[config.mk]
export PLATFORM = sky130hd
export DESIGN_NAME = vs_spi_arbiter
export DESIGN_NICKNAME = d
export VERILOG_FILES = /design/src/rtl/vs_spi_arbiter.sv
export SDC_FILE = /design/constraint.sdc
export NUM_CORES = 1
export LEC_CHECK = 0
export BUFFER_PORTS_ARGS = -buffer_cell sky130_fd_sc_hd__buf_2
export CORE_MARGIN = 3
export CORE_UTILIZATION = 59
export CTS_CLUSTER_SIZE = 25
export DETAILED_ROUTE_END_ITERATION = 10
export PLACE_DENSITY = 0.85
export REMOVE_ABC_BUFFERS = 1
export SLEW_MARGIN = 20
export SYNTH_ARGS = -nofsm -noshare
export SYNTH_HDL_FRONTEND = slang
export SYNTH_SLANG_ARGS = --single-unit
export TNS_END_PERCENT = 50
[constraint.sdc]
create_clock -name clk -period 3.5 [get_ports clk]
set_input_delay 0.7 -clock clk [delete_from_list [all_inputs] [get_ports clk]]
set_output_delay 0.7 -clock clk [all_outputs]
set_load 0.1 [all_outputs]
[src/rtl/vs_spi_arbiter.sv]
// Arbitrates the VS10xx serial bus between 32-bit SCI writes and 16-bit SDI words.
// Optional DREQ-wait watchdog is built when VS_DREQ_TIMEOUT_EN is defined.
module vs_spi_arbiter #(
  parameter int SCK_DIV = 4,
  parameter int TIMEOUT = 1000000
) (
  input  logic        clk,
  input  logic        rst_n,
  input  logic        i_DREQ,
  input  logic        cmd_req,
  input  logic [31:0] cmd_word,
  output logic        cmd_ack,
  input  logic        dat_req,
  input  logic [15:0] dat_word,
  output logic        dat_ack,
  output logic        o_XCS,
  output logic        o_XDCS,
  output logic        o_SCK,
  output logic        o_SI,
  output logic        o_busy,
  output logic        o_timeout
);

  typedef enum logic [1:0] {IDLE, CMD_SHIFT, DAT_SHIFT, GAP} state_t;

  localparam logic [7:0]  DIV_LAST = 8'(SCK_DIV - 1);
  localparam logic [31:0] TO_LAST  = 32'(TIMEOUT - 1);

  state_t      state_reg;
  logic [7:0]  half_cnt_reg;
  logic [5:0]  half_idx_reg;
  logic [31:0] shift_reg;
  logic        half_done;
  logic [5:0]  last_half;

  assign half_done = (half_cnt_reg == DIV_LAST);
  assign last_half = (state_reg == CMD_SHIFT) ? 6'd63 : 6'd31;
  // The outgoing bit is always the top of the left-aligned shift register.
  assign o_SI = shift_reg[31];

  always_ff @(posedge clk) begin
    if (!rst_n) begin
      state_reg    <= IDLE;
      half_cnt_reg <= '0;
      half_idx_reg <= '0;
      shift_reg    <= '0;
      cmd_ack      <= 1'b0;
      dat_ack      <= 1'b0;
      o_XCS        <= 1'b1;
      o_XDCS       <= 1'b1;
      o_SCK        <= 1'b0;
      o_busy       <= 1'b0;
    end else begin
      cmd_ack <= 1'b0;
      dat_ack <= 1'b0;
      case (state_reg)
        IDLE: begin
          half_cnt_reg <= '0;
          half_idx_reg <= '0;
          if (i_DREQ && cmd_req) begin
            shift_reg <= cmd_word;
            o_XCS     <= 1'b0;
            cmd_ack   <= 1'b1;
            o_busy    <= 1'b1;
            state_reg <= CMD_SHIFT;
          end else if (i_DREQ && dat_req) begin
            shift_reg <= {dat_word, 16'h0000};
            o_XDCS    <= 1'b0;
            dat_ack   <= 1'b1;
            o_busy    <= 1'b1;
            state_reg <= DAT_SHIFT;
          end
        end
        CMD_SHIFT, DAT_SHIFT: begin
          if (half_done) begin
            half_cnt_reg <= '0;
            if (half_idx_reg == last_half) begin
              o_SCK     <= 1'b0;
              o_XCS     <= 1'b1;
              o_XDCS    <= 1'b1;
              state_reg <= GAP;
            end else begin
              half_idx_reg <= half_idx_reg + 6'd1;
              o_SCK        <= ~o_SCK;
              // Falling edge: advance to the next bit while SCK is low.
              if (o_SCK)
                shift_reg <= {shift_reg[30:0], 1'b0};
            end
          end else begin
            half_cnt_reg <= half_cnt_reg + 8'd1;
          end
        end
        GAP: begin
          if (half_done) begin
            half_cnt_reg <= '0;
            o_busy       <= 1'b0;
            state_reg    <= IDLE;
          end else begin
            half_cnt_reg <= half_cnt_reg + 8'd1;
          end
        end
        default: state_reg <= IDLE;
      endcase
    end
  end

`ifdef VS_DREQ_TIMEOUT_EN
  logic [31:0] to_cnt_reg;

  always_ff @(posedge clk) begin
    if (!rst_n) begin
      to_cnt_reg <= '0;
      o_timeout  <= 1'b0;
    end else if (state_reg == IDLE && (cmd_req || dat_req) && !i_DREQ) begin
      if (to_cnt_reg < TO_LAST)
        to_cnt_reg <= to_cnt_reg + 32'd1;
      else
        o_timeout <= 1'b1;
    end else begin
      to_cnt_reg <= '0;
    end
  end
`else
  logic unused_timeout;
  assign unused_timeout = ^TO_LAST;
  assign o_timeout = 1'b0;
`endif

endmodule

Yosys cells after proc, flatten, opt, wreduce, memory -nomap -nowiden
Cells that the tools add are included.
{ "word_totals": {"in_bits": 53, "register_bits": 54, "output_inout_bits": 8} }
{ "op_classes": {"bitwise_logic": 3, "reduce_logical": 16, "mux": 32, "addsub": 2, "n_eq_ne": 14} }
{ "op_table": {"columns": ["operator", "count"], "rows": [
  ["2-to-1 mux 32 bit", 5],
  ["case mux 32 bit (2 select lines)", 1],
  ["2-to-1 mux 6 bit", 3],
  ["!= test 2 bit (second input constant)", 8],
  ["case mux 8 bit (2 select lines)", 1],
  ["case mux 6 bit (2 select lines)", 1],
  ["2-to-1 mux 1 bit", 11],
  ["2-to-1 mux 2 bit", 5],
  ["AND reduction 5 bit", 2],
  ["adder 8 x 1 -> 8 bit (second input constant)", 1],
  ["== test 8 x 2 -> 1 bit (second input constant)", 1],
  ["2-to-1 mux 8 bit", 1],
  ["AND reduction 4 bit", 2],
  ["adder 6 x 1 -> 6 bit (second input constant)", 1],
  ["== test 6 bit", 1],
  ["case mux 1 bit (2 select lines)", 3],
  ["case mux 2 bit (3 select lines)", 1],
  ["AND reduction 3 bit", 2],
  ["OR reduction 3 bit", 2],
  ["== test 2 bit (second input constant)", 2],
  ["AND reduction 2 bit", 2],
  ["nonzero test 2 bit", 2],
  ["!= test 3 bit (second input constant)", 1],
  ["inverter 1 bit", 3],
  ["4 further kinds", 5]
]} }

Logic depth before layout (Yosys ltp)
{ "depth": {"depth_word": 6, "ltp_mapped": 8, "mapped_depth_nobuf": 6} }

Least setup slack after synthesis
Ideal clock, no wire load.
{ "synth_timing": {"path_kind": "reg2reg", "start": "reg o_SCK", "end": "reg shift_reg[21]", "path_buffers": 1, "slack_ps": 1489, "arrival_ps": 1888, "path_stages_with_launch": 6, "period_less_slack_ps": 2011, "setup_time_ps": 123, "required_ps": 3377, "cell_sequence": "dfxtp_1 inv_1 a211oi_1 a32oi_4 buf_6 mux2i_1"} }
{ "synth_via": {"elab_chain_cells": 2} }
{ "synth_lines": {"columns": ["element", "line_no", "text"], "rows": [
  ["from (decl)", "18", "output logic o_SCK,"],
  ["from (signal assigned)", "84", "o_SCK <= ~o_SCK;"],
  ["!= test 2 bit (no line)", null, null],
  ["AND reduction 5 bit (no line)", null, null],
  ["to (signal assigned)", "61", "shift_reg <= cmd_word;"],
  ["to (signal assigned)", "67", "shift_reg <= {dat_word, 16'h0000};"],
  ["to (signal assigned)", "87", "shift_reg <= {shift_reg[30:0], 1'b0};"],
  ["to (decl)", "32", "logic [31:0] shift_reg;"]
]} }
Every way passes these cells.
A chain may end at the register's enable or synchronous reset.

Final worst setup path
{ "layout_timing": {"start": "in i_DREQ", "end": "reg shift_reg[8]"} }
{ "layout_via": {"elab_chain_cells": 3} }
{ "layout_lines": {"columns": ["element", "line_no", "text"], "rows": [
  ["from (decl)", "9", "input logic i_DREQ,"],
  ["logical AND 1 bit, on equally long branches", "60, 66", null],
  ["!= test 3 bit (no line) / 2-to-1 mux 32 bit (equally long branches)", null, null],
  ["AND reduction 5 bit (no line) / case mux 32 bit (2 select lines) (equally long branches)", null, null]
]} }
Several ways; a longest one is shown, not always the timed one.

==> impl_metrics.csv <==
group,metric,value,unit
final_layout,final_layout_size_suffix_gt1_share,19.0,%
placed_design,placement.cell_area,3270,um^2
logic_synthesis,yosys.cell_types.count,41,
logic_synthesis,ys_seq_area_share,35.8,%
logic_synthesis,synth_mux_area_share,12.6,%
final_layout,fillCellCount,405,
timing,grt_setup_unrepaired,"no",
critical_path,start_kind,"input port",
logic_synthesis,synth-compound-area-share,17.2,%
route,drt_first_pass_iters,4,
critical_path,cp-end-kind,"register",
final_layout,flow.area_growth_from_synthesis,11.8,%
logic_synthesis,number_of_instances_in_the_synthesized_netlist,368,
final_layout,postLayoutCellArea,3380,um^2
logic_synthesis,synth_async_sr_flop_share,0,%
logic_synthesis,ys.warnings.count,0,
route,detailedRoute.firstIterationViolations,199,
logic_synthesis,synthesis.area,3020,um^2
clock_network,holdBufCountCts,0,
route,num_vias,2687,
route,route.final.wire_length,6430,um
timing,clock-skew-final,0.00611,ns
final_layout,largest_register_ffs,32,
global_routing,vias_in_the_first_global_route,2466,
final_layout,layout.nets,463,
route,uppermost_layer_routed,"met4",
logic_synthesis,synth_edf_count,0,
logic_synthesis,synth_top_cells_by_area,"sky130_fd_sc_hd__dfxtp_1 36%, sky130_fd_sc_hd__mux2i_1 13%, sky130_fd_sc_hd__nand2_1 9.4%",
final_layout,count_of_placed_standard_cells_in_the_final_layout_fillers_left_out,473,
placed_design,numPlacedInstances,465,
timing,final_hold_viol_count,0,
floorplanning,fp.dieArea,6010,um^2
floorplanning,initial_core_util,62.3,%
clock_network,post_cts_buffers,0,
timing,post-route-min-period,2.22,ns
global_routing,gr-usage-all-layers,22.1,%
placed_design,post-dp-hpwl,4360,um
clock_network,clock_tree.buffer_depth,2,
timing,layout_setup_ws,1.28,ns
power_and_ir_drop,worst_ir_drop_vdd,0.684,mV
global_routing,grt.overflow.total,0,
floorplanning,io-pin-count,61,
global_routing,grt_start_max_net_pins,55,
placed_design,numPortBuffers,59,
logic_synthesis,synth-simple-area-share,24.2,%
clock_network,cts.sink_count,54,
logic_synthesis,synth_top_cell_by_area,"sky130_fd_sc_hd__dfxtp_1",
route,met2_wirelength,3160,um
logic_synthesis,synth_largest_type_area_fraction,35.8,%
critical_path,critical_path_peak_fanout,35,
timing,finalSetupTns,0,ns
logic_synthesis,synth_ff_type,"sky130_fd_sc_hd__dfxtp_1",
clock_network,cts_tree,"yes",
timing,timing.final.setup_violations,0,
global_routing,wire_length_of_the_first_global_routing_pass,11200,um
logic_synthesis,syn-mean-instance-area,8.21,um^2
critical_path,worst_ep_arrival_time,2.40,ns
clock_network,cts_made_buffers,5,
route,dr_wl_met3,243,um
timing,max_slew.worst_pin.slew,0.686,ns
status,run_status,"finished clean",
floorplanning,die_y,77.6,um
floorplanning,placement_rows,25,
clock_network,cts_resized,0,
final_layout,antenna_cells,0,
timing,slew_headroom,54.2,%
critical_path,worst-setup-path-type,"input port to register",
logic_synthesis,ys_ff_latch,54,
critical_path,timing.critical_path.required,3.68,ns
power_and_ir_drop,power_leakage,1.50,nW
clock_network,clock_insertion_delay_worst_skew,0.31,ns
logic_synthesis,yosys.area_share.xor_xnor,2.03,%
placed_design,globalplace.congestion,0.784,
timing,max_freq,450,MHz
worst_hold_path,worstHoldPathType,"register to register",
route,remaining_drc_errors,0,
logic_synthesis,synthAdderAreaFrac,2.07,%
clock_network,clk_pin_slew_worst_paths,0.09,ns
logic_synthesis,main_combinational_cell_family_by_area_after_synthesis,"simple AND/OR/NAND/NOR gates",
floorplanning,floorplan.core_area,4850,um^2
clock_network,cts_max_level,2,
placed_design,dp_worst_setup_slack,0.954,ns
floorplanning,die_w,77.6,um
route,antenna_violation_net_count_after_detailed_routing,0,
timing,timing.final.crit_share,63.5,%
timing,holdWs,0.465,ns
clock_network,clock_tree_root,"sky130_fd_sc_hd__clkbuf_8",
route,wl_per_cell,13.6,um
route,detail_route.vias_per_cell,5.68,
power_and_ir_drop,pwr_density_cell,663,nW/um^2
job,max_cap_violations,0,
route,met1_length,2960,um
timing,timing.final.max_slew_violations,0,
global_routing,grt_antenna_before_repair,0,
stage by stage:
| stage | power [W] | utilization [%] |
|---|---|---|
| 3_3_place_gp | 0.00184 | 67.5 |
| 2_1_floorplan | 0.00164 | - |
| 5_1_grt | 0.00240 | 69.6 |
| 6_report | 0.00224 | 69.6 |
| 3_5_place_dp | 0.00187 | 67.5 |
| 4_1_cts | 0.00225 | 69.6 |
cell type report:
class	instances	area (um^2)	area share, %
Clock buffer	7	96.3	2.85
Clock inverter	1	8.76	0.259
Inverter	6	22.5	0.667
Multi-Input combinational cell	275	1760	52.1
Sequential cell	54	1080	32.0
Tap cell	67	83.8	2.48
Timing Repair Buffer	63	325	9.64
cells in the final DEF, fill, tap and decap left out, drive strengths merged, types with 2 or more instances in the layout:
master / synthesis / routed
nor4: 5 / 5
nand2: 76 / 76
nand3: 25 / 25
and3: 20 / 20
o21a: 2 / 2
xor2: 5 / 5
a211o: 16 / 16
ha: 5 / 5
a31oi: 3 / 3
a21bo: 2 / 2
o211ai: 17 / 17
nor2: 11 / 11
xnor2: 2 / 2
clkbuf: 23 / 7
a32oi: 2 / 2
nand2b: 5 / 5
nand4: 2 / 2
o21ai: 19 / 19
a21oi: 5 / 5
dfxtp: 54 / 54
mux2i: 38 / 38
a21boi: 2 / 2
inv: 6 / 6
buf: 10 / 63
and2: 4 / 4
logic make-up after synthesis:
family	Yosys count
AO/OA/AOI/OAI	71
XOR/XNOR	7
adder cells (fa/ha/maj)	5
buffers and inverters	39
flip-flops	54
multiplexers	38
other	1
AND/OR/NAND/NOR	153
Yosys cell counts (11+ instances only):
master,number
sky130_fd_sc_hd__and3_1,20
sky130_fd_sc_hd__o211ai_1,17
sky130_fd_sc_hd__mux2i_1,38
sky130_fd_sc_hd__dfxtp_1,54
sky130_fd_sc_hd__nand3_1,25
sky130_fd_sc_hd__nor2_1,11
sky130_fd_sc_hd__o21ai_0,16
sky130_fd_sc_hd__nand2_1,76
sky130_fd_sc_hd__clkbuf_1,23
sky130_fd_sc_hd__a211o_1,16
critical path, stage by stage:
cell and delay [ns]:
sky130_fd_sc_hd__buf_2 0.43, sky130_fd_sc_hd__o21ai_2 0.17, sky130_fd_sc_hd__a211oi_1 0.43, sky130_fd_sc_hd__a32oi_4 0.15, sky130_fd_sc_hd__buf_4 0.32, sky130_fd_sc_hd__mux2i_1 0.18
metal layers:
metal  global-route usage (%)  vias to the layer above
li1                         -                     1375
met1                     29.2                     1248
met2                     38.0                       56
met3                     3.13                        8
met4                     5.69                        0
met5                        0                        -
worst paths after layout:
path                             start                    endpoint  slack [ns]  cells after the start
max                             i_DREQ   shift_reg[8]$_SDFFE_PN0P_        1.28                      6
min          shift_reg[3]$_SDFFE_PN0P_   shift_reg[3]$_SDFFE_PN0P_        0.46                      2
max reg2reg  state_reg[1]$_SDFFE_PN0P_  shift_reg[13]$_SDFFE_PN0P_        1.33                      7
min reg2reg  shift_reg[3]$_SDFFE_PN0P_   shift_reg[3]$_SDFFE_PN0P_        0.46                      2
where the power goes:
part	internal (W)	total, W	switching, W
clock network	0.000181	0.000379	0.000197
registers	0.000760	0.000841	0.0000805
logic	0.000359	0.00102	0.000658
total	0.00130	0.00224	0.000936
(Power assumes the default switching activity.)
